$ cat config.mk
export PLATFORM = sky130hd
export DESIGN_NAME = uart_tx_fifo
export DESIGN_NICKNAME = d
export VERILOG_FILES = /design/src/rtl/uart_tx_fifo.sv
export SDC_FILE = /design/constraint.sdc
export NUM_CORES = 1
export LEC_CHECK = 0
export BUFFER_PORTS_ARGS = -buffer_cell sky130_fd_sc_hd__buf_2
export CAP_MARGIN = 20
export CORE_MARGIN = 3
export CORE_UTILIZATION = 48
export DETAILED_ROUTE_END_ITERATION = 8
export GPL_ROUTABILITY_DRIVEN = 0
export MAX_ROUTING_LAYER = met4
export PLACE_DENSITY = 0.65
export SLEW_MARGIN = 40
export SYNTH_ARGS = -nofsm -noshare
export SYNTH_HDL_FRONTEND = slang
export SYNTH_SLANG_ARGS = --single-unit
$ cat constraint.sdc
create_clock -name clk -period 2.9 [get_ports clk]
set_input_delay 0.58 -clock clk [delete_from_list [all_inputs] [get_ports clk]]
set_output_delay 0.58 -clock clk [all_outputs]
set_load 0.02 [all_outputs]
$ cat src/rtl/uart_tx_fifo.sv
`default_nettype none
// ============================================================================
// Module   : uart_tx_fifo
// Purpose  : UART transmitter fed by a small word FIFO. Frame format (data
//            bits, parity, stop bits) is fixed at elaboration. Frames are sent
//            back to back with no idle gap while the FIFO holds data.
// Ports    : clk       - system clock, rising edge
//            rst_n     - asynchronous reset, active low
//            tx_start  - push strobe; pushes tx_data when tx_full is low
//            tx_data   - DATA_BITS-wide word to send
//            tx        - registered serial line, idles high
//            tx_busy   - high while a frame is in progress or FIFO non-empty
//            tx_full   - registered FIFO-full flag
//            tx_drop   - one-cycle pulse when a push hit a full FIFO
// Revision : 1.0 - initial release
// ============================================================================
module uart_tx_fifo #(
    parameter int CLK_HZ     = 12000000,
    parameter int BAUD       = 115200,
    parameter int DATA_BITS  = 8,
    parameter int PARITY     = 0,
    parameter int STOP_BITS  = 1,
    parameter int FIFO_DEPTH = 4
) (
    input  logic                 clk,
    input  logic                 rst_n,
    input  logic                 tx_start,
    input  logic [DATA_BITS-1:0] tx_data,
    output logic                 tx,
    output logic                 tx_busy,
    output logic                 tx_full,
    output logic                 tx_drop
);

    localparam int DIV    = (CLK_HZ + BAUD / 2) / BAUD;
    localparam int BAUD_W = (DIV > 1) ? $clog2(DIV) : 1;
    localparam int PTR_W  = $clog2(FIFO_DEPTH);
    localparam int CNT_W  = PTR_W + 1;
    localparam int BIT_W  = 4;

    localparam logic [BAUD_W-1:0] BAUD_LAST = BAUD_W'(DIV - 1);
    localparam logic [BIT_W-1:0]  DATA_LAST = BIT_W'(DATA_BITS - 1);
    localparam logic [BIT_W-1:0]  STOP_LAST = BIT_W'(STOP_BITS - 1);
    localparam logic [CNT_W-1:0]  DEPTH_C   = CNT_W'(FIFO_DEPTH);
    // Odd parity is the inverted XOR of the data bits.
    localparam logic              PAR_INV   = (PARITY == 1);

    typedef enum logic [2:0] {
        IDLE  = 3'd0,
        START = 3'd1,
        DATA  = 3'd2,
        PAR   = 3'd3,
        STOP  = 3'd4
    } state_t;

    // ------------------------------------------------------------------
    // FIFO storage and pointers
    // ------------------------------------------------------------------
    logic [DATA_BITS-1:0] mem [FIFO_DEPTH];
    logic [PTR_W-1:0]     wr_ptr;
    logic [PTR_W-1:0]     rd_ptr;
    logic [CNT_W-1:0]     count;
    logic [CNT_W-1:0]     count_next;
    logic [DATA_BITS-1:0] head;

    // ------------------------------------------------------------------
    // Transmit FSM state
    // ------------------------------------------------------------------
    state_t               state;
    logic [BAUD_W-1:0]    baud_cnt;
    logic [BIT_W-1:0]     bit_cnt;
    logic [DATA_BITS-1:0] shreg;
    logic                 par_bit;

    logic push;
    logic pop;
    logic empty;
    logic baud_last;
    logic stop_end;
    logic idle_next;

    // A push is refused whenever the registered full flag is set, even if a
    // pop in the same cycle would have made room.
    assign push      = tx_start && !tx_full;
    assign empty     = (count == '0);
    assign head      = mem[rd_ptr];
    assign baud_last = (baud_cnt == BAUD_LAST);
    assign stop_end  = (state == STOP) && baud_last && (bit_cnt == STOP_LAST);
    // The FSM takes a word either from IDLE or at the very last stop cycle,
    // the latter giving gap-free back-to-back frames.
    assign pop       = !empty && ((state == IDLE) || stop_end);
    assign idle_next = ((state == IDLE) || stop_end) && !pop;

    always_comb begin
        count_next = count;
        if (push && !pop) begin
            count_next = count + CNT_W'(1);
        end else if (pop && !push) begin
            count_next = count - CNT_W'(1);
        end
    end

    // Storage carries no reset; only the pointers and count are flushed.
    always_ff @(posedge clk) begin
        if (push) begin
            mem[wr_ptr] <= tx_data;
        end
    end

    always_ff @(posedge clk or negedge rst_n) begin
        if (!rst_n) begin
            wr_ptr  <= '0;
            rd_ptr  <= '0;
            count   <= '0;
            tx_full <= 1'b0;
            tx_drop <= 1'b0;
            tx_busy <= 1'b0;
        end else begin
            // Pointers wrap naturally because FIFO_DEPTH is a power of two.
            if (push) begin
                wr_ptr <= wr_ptr + PTR_W'(1);
            end
            if (pop) begin
                rd_ptr <= rd_ptr + PTR_W'(1);
            end
            count   <= count_next;
            tx_full <= (count_next == DEPTH_C);
            tx_drop <= tx_start && tx_full;
            tx_busy <= !idle_next || (count_next != '0);
        end
    end

    // ------------------------------------------------------------------
    // Transmit FSM with registered line output. The baud counter restarts
    // on every state entry so each bit lasts exactly DIV cycles.
    // ------------------------------------------------------------------
    always_ff @(posedge clk or negedge rst_n) begin
        if (!rst_n) begin
            state    <= IDLE;
            baud_cnt <= '0;
            bit_cnt  <= '0;
            shreg    <= '0;
            par_bit  <= 1'b0;
            tx       <= 1'b1;
        end else begin
            case (state)
                IDLE: begin
                    tx       <= 1'b1;
                    baud_cnt <= '0;
                    bit_cnt  <= '0;
                    if (pop) begin
                        shreg   <= head;
                        par_bit <= (^head) ^ PAR_INV;
                        tx      <= 1'b0;
                        state   <= START;
                    end
                end

                START: begin
                    if (baud_last) begin
                        baud_cnt <= '0;
                        bit_cnt  <= '0;
                        tx       <= shreg[0];
                        shreg    <= {1'b0, shreg[DATA_BITS-1:1]};
                        state    <= DATA;
                    end else begin
                        baud_cnt <= baud_cnt + BAUD_W'(1);
                    end
                end

                DATA: begin
                    if (baud_last) begin
                        baud_cnt <= '0;
                        if (bit_cnt == DATA_LAST) begin
                            bit_cnt <= '0;
                            if (PARITY != 0) begin
                                tx    <= par_bit;
                                state <= PAR;
                            end else begin
                                tx    <= 1'b1;
                                state <= STOP;
                            end
                        end else begin
                            bit_cnt <= bit_cnt + BIT_W'(1);
                            tx      <= shreg[0];
                            shreg   <= {1'b0, shreg[DATA_BITS-1:1]};
                        end
                    end else begin
                        baud_cnt <= baud_cnt + BAUD_W'(1);
                    end
                end

                PAR: begin
                    if (baud_last) begin
                        baud_cnt <= '0;
                        bit_cnt  <= '0;
                        tx       <= 1'b1;
                        state    <= STOP;
                    end else begin
                        baud_cnt <= baud_cnt + BAUD_W'(1);
                    end
                end

                STOP: begin
                    if (baud_last) begin
                        baud_cnt <= '0;
                        if (bit_cnt == STOP_LAST) begin
                            bit_cnt <= '0;
                            if (pop) begin
                                shreg   <= head;
                                par_bit <= (^head) ^ PAR_INV;
                                tx      <= 1'b0;
                                state   <= START;
                            end else begin
                                tx    <= 1'b1;
                                state <= IDLE;
                            end
                        end else begin
                            bit_cnt <= bit_cnt + BIT_W'(1);
                        end
                    end else begin
                        baud_cnt <= baud_cnt + BAUD_W'(1);
                    end
                end

                default: begin
                    tx       <= 1'b1;
                    baud_cnt <= '0;
                    bit_cnt  <= '0;
                    state    <= IDLE;
                end
            endcase
        end
    end

endmodule
`default_nettype wire
# Word level (Yosys, flattened, before mapping)
# Memories as Yosys holds them, arrays and structs flattened.
# Index checks and enable logic that the tools add are counted.
classes:
  muxes: 36
  reduce_logical: 26
  n_eq_ne: 16
  add_sub_neg: 6
op_table:
  columns: ["operator", "n"]
  rows:
  - ["two-way mux 8 bit", 6]
  - ["one-hot mux 8 bit (4 select lines)", 1]
  - ["two-way mux 3 bit", 9]
  - ["two-way mux 4 bit", 5]
  - ["one-hot mux 3 bit (5 select lines)", 1]
  - ["two-way mux 7 bit", 2]
  - ["inequality test 2 bit (second input constant)", 7]
  - ["one-hot mux 4 bit (3 select lines)", 1]
  - ["two-way mux 1 bit", 10]
  - ["logical AND 1 bit", 8]
  - ["adder 7 x 1 -> 7 bit (second input constant)", 1]
  - ["== test 7 bit (second input constant)", 1]
  - ["AND reduction 7 bit", 1]
  - ["== test 3 x 2 -> 1 bit (second input constant)", 2]
  - ["== test 3 bit (second input constant)", 2]
  - ["logical NOT 3 bit", 2]
  - ["AND reduction 6 bit", 1]
  - ["logical NOT 1 bit", 5]
  - ["one-hot mux 1 bit (5 select lines)", 1]
  - ["AND reduction 5 bit", 1]
  - ["adder 2 x 1 -> 2 bit (second input constant)", 2]
  - ["adder 4 x 1 -> 4 bit (second input constant)", 1]
  - ["== test 4 x 3 -> 1 bit (second input constant)", 1]
  - ["logical NOT 4 bit", 1]
  - ["10 further kinds", 12]
word_totals:
  in_bits: 11
  out_inout_bits: 4
  regBits: 33
  n_memories: 1
  ram_bits: 32
memory_table:
  columns: ["name", "words", "word_bits", "rd", "rd_clocked_by_memory_dff", "write_ports", "line", "source"]
  rows:
  - ["mem", 4, 8, 1, 0, 1, "59", "logic [DATA_BITS-1:0] mem [FIFO_DEPTH];"]

# Depth between registers and ports, before layout
depth:
  depth_word: 10
  mapped_depth: 8
  depth_no_buf: 7

# Least setup slack after synthesis
# OpenSTA, ideal clock, no wires.
synth_timing:
  path_type: "register to register"
  start: "reg bit_cnt[0]"
  end: "reg tx_busy"
  t_arrival_ps: 2067
  setup_ps: 139
  stages_incl_launch_ff: 8
  slack_ps: 694
  period_less_slack_ps: 2206
  required_time_ps: 2761
  cell_sequence: "dfrtp_1 > inv_1 > ha_1 > or3b_2 > o31ai_4 > nand2_1 > mux2i_1 > or4_1"
synth_between:
  elab_chain_len: 9
  elab_cells_between_ends: 13
  classes_between: "2 x mux; 11 x reduce/logical"
synth_rtl:
  columns: ["item", "line", "source"]
  rows:
  - ["from (decl)", "71", "logic [BIT_W-1:0] bit_cnt;"]
  - ["from (signal assigned)", "184", "bit_cnt <= bit_cnt + BIT_W'(1);"]
  - ["from (signal assigned)", "219", "bit_cnt <= bit_cnt + BIT_W'(1);"]
  - ["logical NOT 4 bit (*)", "88", "assign stop_end = (state == STOP) && baud_last && (bit_cnt == STOP_LAST);"]
  - ["logical AND 1 bit (*)", "88", null]
  - ["logical OR 1 bit (*)", "91, 92", null]
  - ["logical AND 1 bit", "91", "assign pop = !empty && ((state == IDLE) || stop_end);"]
  - ["logical AND 1 bit or logical NOT 1 bit (tied branches)", "98, 92, 96", null]
  - ["two-way mux 3 bit or logical AND 1 bit (tied branches)", "98, 96", null]
  - ["two-way mux 3 bit", "96", "if (push && !pop) begin"]
  - ["nonzero test 3 bit", "129", "tx_busy <= !idle_next || (count_next != '0);"]
  - ["logical OR 1 bit (*)", "129", null]
  - ["to (signal assigned)", "129", null]
  - ["to (decl)", "30", "output logic tx_busy,"]
# Mark *: on every way between the ends. The rest lies on a longest branch, timed or not.
# A chain may end at the register's enable or synchronous reset.

# Final worst setup path
# Ends and elaborated chain as after synthesis.

==> impl_results.md <==
- Outcome: complete, no violations
- Place WS: about 0.56 ns
- CP endpoint kind: flip-flop
- Post_cts resized: 0
- PortBufs: 14
- Pre-antenna DRT Iters: 4
- Clk slew on worst S/H paths: 0.08 ns
- RR Startpoint: bit_cnt[0]
- Initial Utilization: 50.35%
- Routed wire length: between 5000 and 6000 um
- Cell type with the largest total area after synthesis: edfxtp_1
- CP arrival: 2.58 ns
- Post-synth top cells: dfrtp_1, edfxtp_1, inv_1, nor2_1, nand2_1
- Max cap viols: 0
- Clk buf depth: 2
- Max Fclk: about 420 MHz
- CP top delay family: simple AND/OR/NAND/NOR gates
- Post-synth EDFFs: 32
- Yosys top cell area share: a little under a third
- # diodes: 0
- Worst r2r path cells: 7
- Setup violators final: 0
- Global route overflow: 0
- Die X: 85.51 um
- Reg2Reg Capture Point: tx_busy
- Mapped cell area: between 3000 and 4000 sq um
- Syn Inst Count: 242
- Final setup margin: roughly 0.53 ns
- Crit Path Category: reg -> reg
- Tcrit/Tclk final: about 80%
- Crit-path cells: inv_1, ha_1, or3b_2, o31ai_4, nand2_1, mux2i_1, or4_1
- Worst Skew: 0.007118 ns
- Synth unique cells: 50
- Max VDD drop: 0.6174 mV
- Critical path's slowest cell: or4_1
- Dpl hpwl: between 3000 and 4000 um
- Primary FF master, synth: edfxtp_1
- HP Class: in -> async
- Vias per inst: 5.555
- Total die area: between 7000 and 8000 sq um
- Nets: 280
- RSZ-0062 raised after global routing: false
- Critical path depth: 7
- Reg2reg setup slack: 0.53 ns
- Worst-Margin Slew: 0.6535 ns
- Sink Count: 65
- Detailed-route via count: roughly 1900
- WP data required: just over 3 ns
- Overall global routing resource usage: between 10% and 20%
- Max FO, Critical Path: 4
- Cell Pwr Density: 921.2 nW/um^2
- Final instance area: between 3000 and 4000 sq um
- Syn_nets: 263
- Placed cell areas: 3171 sq um
- H-tree levels: 3
- Largest net degree at the start of global routing: 34
- Hold_buf cts: 0
- Count of state elements after synthesis: between 60 and 70
- First-pass GRT wire length: slightly above 9000 um
- Mapped Avg Cell Area: 12.54 sq um
- TritonCTS Buffers: 9
- Final Hold Fails: 0
- TritonCTS clock tree: yes
- Worst hold margin: 0.1786 ns
- Routed Antenna Nets: 0
- Bufs and invs on worst path: 1
- Worst-Skew Late Latency: between 0.3 and 0.4 ns
- Overall die height: 85.51 um
- # rows: 28
- Layout cells sized above 1: around 18%
- Slew Limit Fails: 0
- DR WL/cell: roughly 16 um
- Slowest cell delay on critical path: ~0.50 ns
- Core ar.: approximately 6000 sq um
- Initial antenna violation count: 0
- Initial DRC count: approximately 140
- # DRC: 0
- Setup bufs post-CTS: 0
- Synth Warn #: 0
- Synth-to-layout area growth: 12.58%
- CTS root buf: clkbuf_8
- FFs w/ async S/R, synth: about half
- Crit start category: flip-flop
- Pleak: 0.001330 uW
- Post-layout minimum cycle time: 2.370 ns
- Sequential area share after synthesis: 58.93%
- Number of global-route vias before repair: 1909
- Relative slew slack: 56.43%
- I/O Pins: 15
- Top cells by area, synth: edfxtp_1, dfrtp_1, mux4_2
- TNS Setup: 0 ns
-- metrics by stage --
stage	power, uW	instances	util (%)
6_report	3146	339	56.69
3_3_place_gp	2213	323	52.62
4_1_cts	3177	339	56.64
5_1_grt	3362	339	56.69
2_1_floorplan	2027	242	-
3_5_place_dp	2230	323	52.62
-- final cells by class --
class                      instances  area (sq um)
clock buffer                      10         127.6
clock inverter                     6         115.1
fill                             518          2610
inverter                          16         60.06
multi-input combinational        152          1151
sequential                        65          1788
tap                               75         93.84
timing repair buffer              15         80.08
-- metal layers --
metal / wire [um] / GRT usage (%) / part of all wire [%]
met3: 143 / 3.842 / 2.7
met2: 2559 / 26.20 / 48
met5: 0 / - / 0
met1: 2515 / 21.17 / 47
met4: 123 / 8.058 / 2.3
-- report_power, final --
group	switching [uW]	internal [uW]	total [uW]
logic	394	393	788
registers	204	1210	1420
clock network	367	576	943
-- registers in the layout (all words and copies together) (netlist names) --
signal	count
baud_cnt	7
bit_cnt	4
count	3
mem	32
rd_ptr	2
shreg	8
state	3
tx	1
tx_busy	1
tx_drop	1
tx_full	1
wr_ptr	2
-- worst register-to-register path, cell delays in order, from the launching register on --
cell	delay, ns
dfrtp_1	0.41
inv_1	0.08
ha_1	0.15
or3b_2	0.49
o31ai_4	0.25
nand2_1	0.19
mux2i_1	0.17
or4_1	0.50
-- cell families after synthesis --
| logic type | Yosys count | synth area share, % |
|---|---|---|
| and+or+nand+nor | 74 | 13.11 |
| xor gates and xnor gates | 11 | 3.176 |
| buffers and inverters | 25 | 3.134 |
| DFF | 65 | 58.93 |
| muxes | 11 | 6.969 |
| adders and majority gates | 10 | 4.124 |
| AOI/OAI and AO/OA | 46 | 10.56 |
-- how the worst max path moves through the flow --
stage | end | start | slack [ns]
2_1_floorplan | tx_busy | bit_cnt[0] | 0.69
3_3_place_gp | tx_busy | bit_cnt[0] | 0.59
3_5_place_dp | tx_busy | bit_cnt[0] | 0.56
4_1_cts | tx_busy | bit_cnt[0] | 0.53
5_1_grt | tx_busy | bit_cnt[0] | 0.40
6_report | tx_busy | bit_cnt[0] | 0.53
-- layout by cell type (no fill, tap or decap), types with 8 or more instances in the layout --
master     n
buf_2     13
clkbuf_8   9
dfrtp_1   32
edfxtp_1  32
ha_1      10
inv_1     16
mux4_2     8
nand2_1   14
nand3_1   10
nor2_1    16
o21ai_0    8
o22ai_1    8
xnor2_1    9
(Power assumes the default switching activity.)
